**src/rtl/fp_add_arbiter.sv**
```systemverilog
// Round-robin arbiter sharing one combinational fp_adder between NUM_REQ requesters.
// Optional FP_ADD_ARB_STATS_EN adds op_count and busy outputs.
module fp_adder (
  input  logic [31:0] a,
  input  logic [31:0] b,
  output logic [31:0] result
);
  logic [31:0] big, sml;
  logic [7:0]  eb, es, diff;
  logic [23:0] mb, ms;
  logic [49:0] wide;
  logic [26:0] x, y, n;
  logic [27:0] sum;
  logic [4:0]  lz;
  logic [9:0]  e;
  logic [22:0] frac;
  logic        rnd, found;

  always_comb begin
    if (a[30:0] >= b[30:0]) begin
      big = a;
      sml = b;
    end else begin
      big = b;
      sml = a;
    end
    eb   = big[30:23];
    es   = sml[30:23];
    mb   = (eb != 8'd0) ? {1'b1, big[22:0]} : 24'd0;
    ms   = (es != 8'd0) ? {1'b1, sml[22:0]} : 24'd0;
    diff = eb - es;
    wide = {ms, 26'd0} >> diff;
    x    = {mb, 3'b000};
    // guard, round and sticky bits follow the 24-bit mantissa
    y    = {wide[49:24], |wide[23:0]};
    if (big[31] == sml[31]) sum = {1'b0, x} + {1'b0, y};
    else sum = {1'b0, x} - {1'b0, y};
    lz    = 5'd0;
    found = 1'b0;
    for (int i = 26; i >= 0; i--) begin
      if (!found && sum[i]) begin
        found = 1'b1;
        lz    = 5'(26 - i);
      end
    end
    e = {2'b00, eb};
    if (sum[27]) begin
      n = {sum[27:2], |sum[1:0]};
      e = e + 10'd1;
    end else begin
      n = sum[26:0] << lz;
      e = e - {5'd0, lz};
    end
    rnd  = n[2] & (n[1] | n[0] | n[3]);
    frac = n[25:3] + {22'd0, rnd};
    if ((&n[26:3]) && rnd) e = e + 10'd1;
    if (sum == 28'd0) result = {big[31] & sml[31], 31'd0};
    else if (e[9] || e == 10'd0) result = {big[31], 31'd0};
    else if (e >= 10'd255) result = {big[31], 8'hFF, 23'd0};
    else result = {big[31], e[7:0], frac};
  end
endmodule

module fp_add_arbiter #(
  parameter int NUM_REQ = 4,
  parameter int ID_W    = $clog2(NUM_REQ)
) (
  input  logic                   clk,
  input  logic                   rst,
  input  logic [NUM_REQ-1:0]     req_valid,
  input  logic [32*NUM_REQ-1:0]  req_a,
  input  logic [32*NUM_REQ-1:0]  req_b,
  output logic [NUM_REQ-1:0]     req_ready,
  output logic                   rsp_valid,
  output logic [ID_W-1:0]        rsp_id,
  output logic [31:0]            rsp_result,
`ifdef FP_ADD_ARB_STATS_EN
  output logic [15:0]            op_count,
  output logic                   busy,
`endif
  input  logic                   rsp_ready
);
  typedef enum logic [1:0] {IDLE, EXEC, RESP} state_t;

  state_t          state;
  logic [ID_W-1:0] rr_ptr, op_id, winner, cand;
  logic [31:0]     op_a, op_b, sum;
  logic            any, found;
  int              idx;

  assign any = |req_valid;

  always_comb begin
    winner = '0;
    cand   = '0;
    found  = 1'b0;
    idx    = 0;
    for (int k = 0; k < NUM_REQ; k++) begin
      idx = int'(rr_ptr) + k;
      if (idx >= NUM_REQ) idx = idx - NUM_REQ;
      cand = ID_W'(idx);
      if (!found && req_valid[cand]) begin
        found  = 1'b1;
        winner = cand;
      end
    end
  end

  always_comb begin
    req_ready = '0;
    if (state == IDLE && any) req_ready[winner] = 1'b1;
  end

  fp_adder u_add (
    .a      (op_a),
    .b      (op_b),
    .result (sum)
  );

  always_ff @(posedge clk) begin
    if (rst) begin
      state      <= IDLE;
      rr_ptr     <= '0;
      op_id      <= '0;
      op_a       <= '0;
      op_b       <= '0;
      rsp_valid  <= 1'b0;
      rsp_id     <= '0;
      rsp_result <= '0;
    end else begin
      unique case (state)
        IDLE: if (any) begin
          op_a   <= req_a[32*winner +: 32];
          op_b   <= req_b[32*winner +: 32];
          op_id  <= winner;
          rr_ptr <= (winner == ID_W'(NUM_REQ - 1)) ? '0 : winner + 1'b1;
          state  <= EXEC;
        end
        EXEC: begin
          rsp_result <= sum;
          rsp_id     <= op_id;
          rsp_valid  <= 1'b1;
          state      <= RESP;
        end
        RESP: if (rsp_ready) begin
          rsp_valid <= 1'b0;
          state     <= IDLE;
        end
        default: state <= IDLE;
      endcase
    end
  end

`ifdef FP_ADD_ARB_STATS_EN
  assign busy = (state != IDLE);

  always_ff @(posedge clk) begin
    if (rst) op_count <= 16'd0;
    else if (rsp_valid && rsp_ready) op_count <= op_count + 16'd1;
  end
`endif
endmodule

```
**config.mk**
```make
export PLATFORM = sky130hd
export DESIGN_NAME = fp_add_arbiter
export DESIGN_NICKNAME = d
export VERILOG_FILES = /design/src/rtl/fp_add_arbiter.sv
export SDC_FILE = /design/constraint.sdc
export NUM_CORES = 1
export LEC_CHECK = 0
export BUFFER_PORTS_ARGS = -buffer_cell sky130_fd_sc_hd__buf_2
export CAP_MARGIN = 25
export CORE_ASPECT_RATIO = 0.5
export CORE_UTILIZATION = 40
export DETAILED_ROUTE_END_ITERATION = 10
export RECOVER_POWER = 100
export SLEW_MARGIN = 20
export SYNTH_ARGS = -nofsm -noshare
export SYNTH_HDL_FRONTEND = slang
export SYNTH_SLANG_ARGS = --single-unit
```
**constraint.sdc**
```tcl
create_clock -name clk -period 17.1 [get_ports clk]
set_input_delay 1.71 -clock clk [delete_from_list [all_inputs] [get_ports clk]]
set_output_delay 1.71 -clock clk [all_outputs]
set_load 0.02 [all_outputs]
```
==> flow_summary.toml, run 1 <==
[clock_tree]
clockRootBuffer = "clkbuf_16"
clk_pin_slew_ps = 80
cts_buffers = 9
tritoncts = "done"
clock_latency_ps = 380
cts_setup_buffers = 0
ctsResizeCount = 0
clockBufferDepth = 2
clock_sinks = 105
htreeDepth = 3
cts_hold_buf = 0

[setup_path]
start_kind = "flop"
cp.required_ps = 17380
crit_arrival_ps = 16470
r2r_start = "op_b[26]$_SDFFE_PP0P_"
cp_slowest_cell = "a222oi_1"
cp-end-kind = "flop"
path_class = "flop to flop"
rr_worst_depth = 47
endpoint = "rsp_result[5]$_SDFFE_PP0P_"
r2r-end = "rsp_result[5]$_SDFFE_PP0P_"
critPathMaxStageDelay_ps = 890
worst-path-max-fanout = 46
cp-startpoint = "op_b[26]$_SDFFE_PP0P_"
rrSetupSlack_ps = 900

[placement]
gp_congestion = 1.025
io_buffers = 301
place_hpwl_mm = 64.98
placedCellCount = 3642

[synth]
netlist-cell-type-count = 125
ys.flop_type = "dfxtp_1"
ys_async_sr_fraction = 0
synth-seq-area-share = 0.1099
synthesis.area_sq_um = 19120
synth_top_area_cell = "dfxtp_1"
synth_most_common_cell = "nand2_1"
synth_cells = 2873
syn_nets = 3235
ys_top_cells_by_area = "dfxtp_1 11%, nand2_1 11%, a21oi_1 6.4%, ha_1 6.3%, nor2_1 5.1%"
syn_avg_cell_area_sq_um = 6.657
synth-seq-cells = 105
netlist.area_leader.share = 0.1099
synth_common_cells = "541 x nand2_1, 258 x nor2_1, 246 x a21oi_1"
yosysWarnings = 0
synth_edf_count = 0

[floorplan]
die_x_um = 311.2
coreArea_sq_um = 47020
io_pins = 302
row_count = 56
initial_core_util = 0.4068
die_h_um = 156.6
fp.dieArea_sq_um = 48740

[grt]
antenna_found_initial = 1
grt_pass1_vias = 21040
grt_first_pass_wirelength_mm = 126.4
grt_max_degree = 94
overflow = 0
grt.total_usage = 0.3283

[worst_hold_path]
hold_class = "flop to flop"

[sta]
slew_headroom = -0.6688
fin_tns_setup_ps = 0
drv_slew = 164
finClkSkew_ps = 18.47
hold_viol = 0
finalSetupViolations = 0
finalCritPeriodShare = 0.9472
worst_pin_slew_ps = 2503
rsz0062_at_grt = "false"
period_needed_ps = 16200
fmax_mhz = 61.74

[cells_and_area]
post-route-util = 0.4496
fin_nets = 3378
fin_cells = 3659
synthToLayoutAreaGrowth_pct = 10.53
layout-drive-gt1-share = 0.1533
num_antenna_cells = 0

[routing]
wl_per_cell_um = 22.90
drtAntennaViolNets = 0
top_layer_used = "met5"
routed-via-count = 23710
wl_met2_mm = 35.37
drc_errors = 0
dr.pass1.iters = 9
drt-total-wl_mm = 83.80
dr_wl_met3_mm = 7.962
wl_met1_mm = 37.79
vias_per_cell = 6.479
dr.first_iter.drc_count = 2861

[outcome]
status = "finished, violations left"
violations = "capacitance limit, slew limit"

[run]
maxCapViolCount = 3
## critical path: cells and delay by family (launching register included)
kind / cells / cell delay, ps
fa+ha+maj: 3 / 1730
simple gates: 11 / 3170
compound gates: 22 / 7290
xor+xnor: 1 / 220
flops: 1 / 380
buf+inv: 7 / 1900
mux: 3 / 1340
## cells in the final DEF, fill, tap and decap left out, types with 21 or more instances in the layout
cell      count
buf_4        39
ha_1         95
nand2b_1     28
a211oi_1     47
a21oi_1     246
a311oi_1     70
mux2_2       32
o211ai_1     32
nand2_1     541
dfxtp_1     105
nand4_1      32
nor4_1       23
mux2i_1      61
o31ai_1      35
or3_1        28
a21o_1       31
nor3_1       72
o21ai_0     100
o21a_1       26
nor2_1      257
and3_1       83
clkbuf_1     44
a31oi_1      21
inv_1       111
xnor2_1      46
o22ai_1      25
nand3_1      69
buf_2       262
## cells by family (layout without fill, tap and decap cells)
kind of cell | after synthesis | count (layout) | synth area share
buffers and inverters | 332 | 480 | 0.07301
xor gates and xnor gates | 62 | 62 | 0.02839
muxes | 121 | 121 | 0.07923
adders and majority gates | 99 | 99 | 0.06555
DFF | 105 | 105 | 0.1099
and+or+nand+nor | 1248 | 1248 | 0.3042
AOI/OAI and AO/OA | 906 | 906 | 0.3397
## per-layer routing
layer	vias up	track usage
met4	2	0.1011
met1	11280	0.4689
met3	200	0.06162
li1	10930	-
met2	1290	0.4946
met5	-	0
## stage by stage
step                      instance area, sq um  setup WS [ps]  hold slack, ps
after global routing                     21140          31.89           486.3
after floorplan                          19120           2640           450.2
after CTS                                21220           1211           454.5
final                                    21140          903.3           452.6
after global placement                   20880           1506           431.6
after detailed placement                 20890           1246           432.5
## sequential cells by signal, summed over array words and instances, names as in the netlist
register / cells
rsp_id: 2
op_b: 32
rr_ptr: 2
rsp_valid: 1
state: 2
op_id: 2
rsp_result: 32
op_a: 32
## final cells by class
class	count	area, sq um
Fill cell	5024	25880
Multi-Input combinational cell	2436	15690
Sequential cell	105	2102
Timing Repair Buffer	346	1774
Tap cell	638	798.3
Inverter	118	450.4
Clock buffer	11	252.7
Clock inverter	5	72.57
## worst min path at each step
| stage | cells after the start | to | start | slack (ps) |
|---|---|---|---|---|
| finish | 2 | rsp_result[12]$_SDFFE_PP0P_ | rsp_result[12]$_SDFFE_PP0P_ | 450 |
| global route | 2 | rsp_result[15]$_SDFFE_PP0P_ | rsp_result[15]$_SDFFE_PP0P_ | 490 |
| CTS | 2 | rsp_result[12]$_SDFFE_PP0P_ | rsp_result[12]$_SDFFE_PP0P_ | 450 |
| detailed placement | 2 | rsp_result[0]$_SDFFE_PP0P_ | rsp_result[0]$_SDFFE_PP0P_ | 430 |
| global placement | 2 | rsp_result[12]$_SDFFE_PP0P_ | rsp_result[12]$_SDFFE_PP0P_ | 430 |
| floorplan | 1 | rsp_valid$_SDFFE_PP0P_ | state[1]$_SDFFE_PP0P_ | 450 |
Power of run 1 is left out: the tool's default activity adds up to more than one toggle a clock period on the data nets, which glitch-free logic cannot reach.
==> run 2: changes to the inputs <==
==> constraint.sdc (replaced) <==
create_clock -name clk -period 17.1 [get_ports clk]
set_input_delay 0.855 -clock clk [delete_from_list [all_inputs] [get_ports clk]]
set_output_delay 0.855 -clock clk [all_outputs]
set_load 0.02 [all_outputs]
==> run 2 against run 1 <==
Effect of this change:
- the flow still finishes with violations (capacitance limit, slew limit)
- sequential share of layout area about the same
- via count about the same
- utilization up 0.075 points
- design area up 0.17%
- first-iteration DRC count up 0.45%
- count of clock-buffer cells in the layout down 2
- fmax up 1.2%
- die area unchanged
- highest routed layer is now met4
==> flow_summary.toml, run 2 (synthesized netlist as in run 1, its figures left out) <==
[floorplan]
coreArea_sq_um = 47020
fp.dieArea_sq_um = 48740
die_x_um = 311.2
row_count = 56
io_pins = 302
die_h_um = 156.6
initial_core_util = 0.4068

[cells_and_area]
num_antenna_cells = 0
final_cell_mix = "541 x nand2_1, 262 x buf_2, 257 x nor2_1"
layout_commonest_cell = "nand2_1"
seq_area_sq_um = 2102
fillers = 4985
layout-drive-gt1-share = 0.1545
fin_nets = 3379
largestRegisters = "op_a: 32 flops, op_b: 32 flops, rsp_result: 32 flops"
multiInputGateArea_sq_um = 15680
synthToLayoutAreaGrowth_pct = 10.71

[placement]
place_ws_ps = 1154
gp_congestion = 1.001
io_buffers = 301
place_hpwl_mm = 64.19

[routing]
wl_per_cell_um = 22.74
drc_errors = 0
routed-via-count = 23690
vias_per_cell = 6.472
drtAntennaViolNets = 0
dr.pass1.iters = 6
dr.first_iter.drc_count = 2874
drt-total-wl_mm = 83.23

[sta]
period_needed_ps = 16010
finalCritPeriodShare = 0.9360
worst_pin_slew_ps = 3398
drv_slew = 131
fmax_mhz = 62.48
setup_ws_ps = 1094
finClkSkew_ps = 20.03
hold_viol = 0
rsz0062_at_grt = "false"
finalSetupViolations = 0
slew_headroom = -1.265
fin_tns_setup_ps = 0

[grt]
grt.total_usage = 0.3258
antenna_found_initial = 1
grt_first_pass_wirelength_mm = 125.6
grt_pass1_vias = 20850
grt_max_degree = 105
overflow = 0

[worst_hold_path]
whs_path_depth = 2
hold_class = "flop to flop"
hold_start = "rsp_result[12]$_SDFFE_PP0P_"
holdPathEnd = "rsp_result[12]$_SDFFE_PP0P_"

[setup_path]
rr_worst_depth = 53
cp-startpoint = "op_b[26]$_SDFFE_PP0P_"
r2r-end = "rsp_result[4]$_SDFFE_PP0P_"
path_class = "flop to flop"
start_kind = "flop"
cp_slowest_cell = "ha_2"
cp_common_cell = "inv_1"
r2r_start = "op_b[26]$_SDFFE_PP0P_"
crit_arrival_ps = 16290
cp_top_family = "compound AO/OA/AOI/OAI gates"
crit_buf_inv = 7
cp.required_ps = 17390
worst-path-max-fanout = 37
rrSetupSlack_ps = 1090
worst-path-stages = 53
cp-end-kind = "flop"
critPathMaxStageDelay_ps = 740

[clock_tree]
clockRootBuffer = "clkbuf_16"
tritoncts = "done"
cts_buffers = 9
clk_pin_slew_ps = 90
htreeDepth = 3
cts_hold_buf = 0
clock_latency_ps = 380
clock_sinks = 105
clockBufferDepth = 2

[run]
maxCapViolCount = 2

[outcome]
violations = "capacitance limit, slew limit"
status = "finished, violations left"
## run 2: per-stage QoR
stage          cells  cell area (sq um)  utilization  hold WS, ps
2_1_floorplan   2873              19120            -        450.2
3_3_place_gp    3641              20870       0.4440        430.1
3_5_place_dp    3641              20890       0.4442        436.3
4_1_cts         3657              21230       0.4515        454.5
5_1_grt         3660              21170       0.4503        476.6
6_report        3660              21170       0.4503        453.5
## run 2: what timing repair did
action | in CTS | in global routing
endpoints found under the setup margin | 0 | 31
gates resized for setup | 0 | 1
setup buffers | 0 | 2
hold endpoints to repair | 0 | 0
## run 2: how the worst max path moves through the flow
stage / endpoint
finish: rsp_result[4]$_SDFFE_PP0P_
CTS: rsp_result[16]$_SDFFE_PP0P_
global placement: rsp_result[9]$_SDFFE_PP0P_
detailed placement: rsp_result[21]$_SDFFE_PP0P_
global route: rsp_result[16]$_SDFFE_PP0P_
floorplan: rsp_result[10]$_SDFFE_PP0P_
## run 2: final cells by class
class | count | share of cell area
multi-input cells | 2436 | 0.7403
flip-flops and latches | 105 | 0.09928
repair buffers | 347 | 0.08516
well taps | 638 | 0.03770
inverters | 118 | 0.02127
clock buffers | 9 | 0.01064
clock inverters | 7 | 0.005614
## run 2: worst register-to-register path: cells and delay by family, from the launching register on
family	cells	cell delay, ps
DFF	1	380
and+or+nand+nor	14	3960
AOI/OAI and AO/OA	23	6110
buffers and inverters	7	2040
muxes	2	570
xor gates and xnor gates	2	500
adders and majority gates	5	2360
## run 2: per-layer routing
metal | wire length [um] | GRT usage | vias up | share of wire
li1 | - | - | 10940 | -
met1 | 37990 | 0.4719 | 11330 | 0.46
met2 | 35210 | 0.4892 | 1250 | 0.42
met3 | 7649 | 0.05751 | 173 | 0.092
met4 | 2385 | 0.09125 | 0 | 0.029
met5 | 0 | 0 | - | 0
Power of run 2 is left out for the same reason.
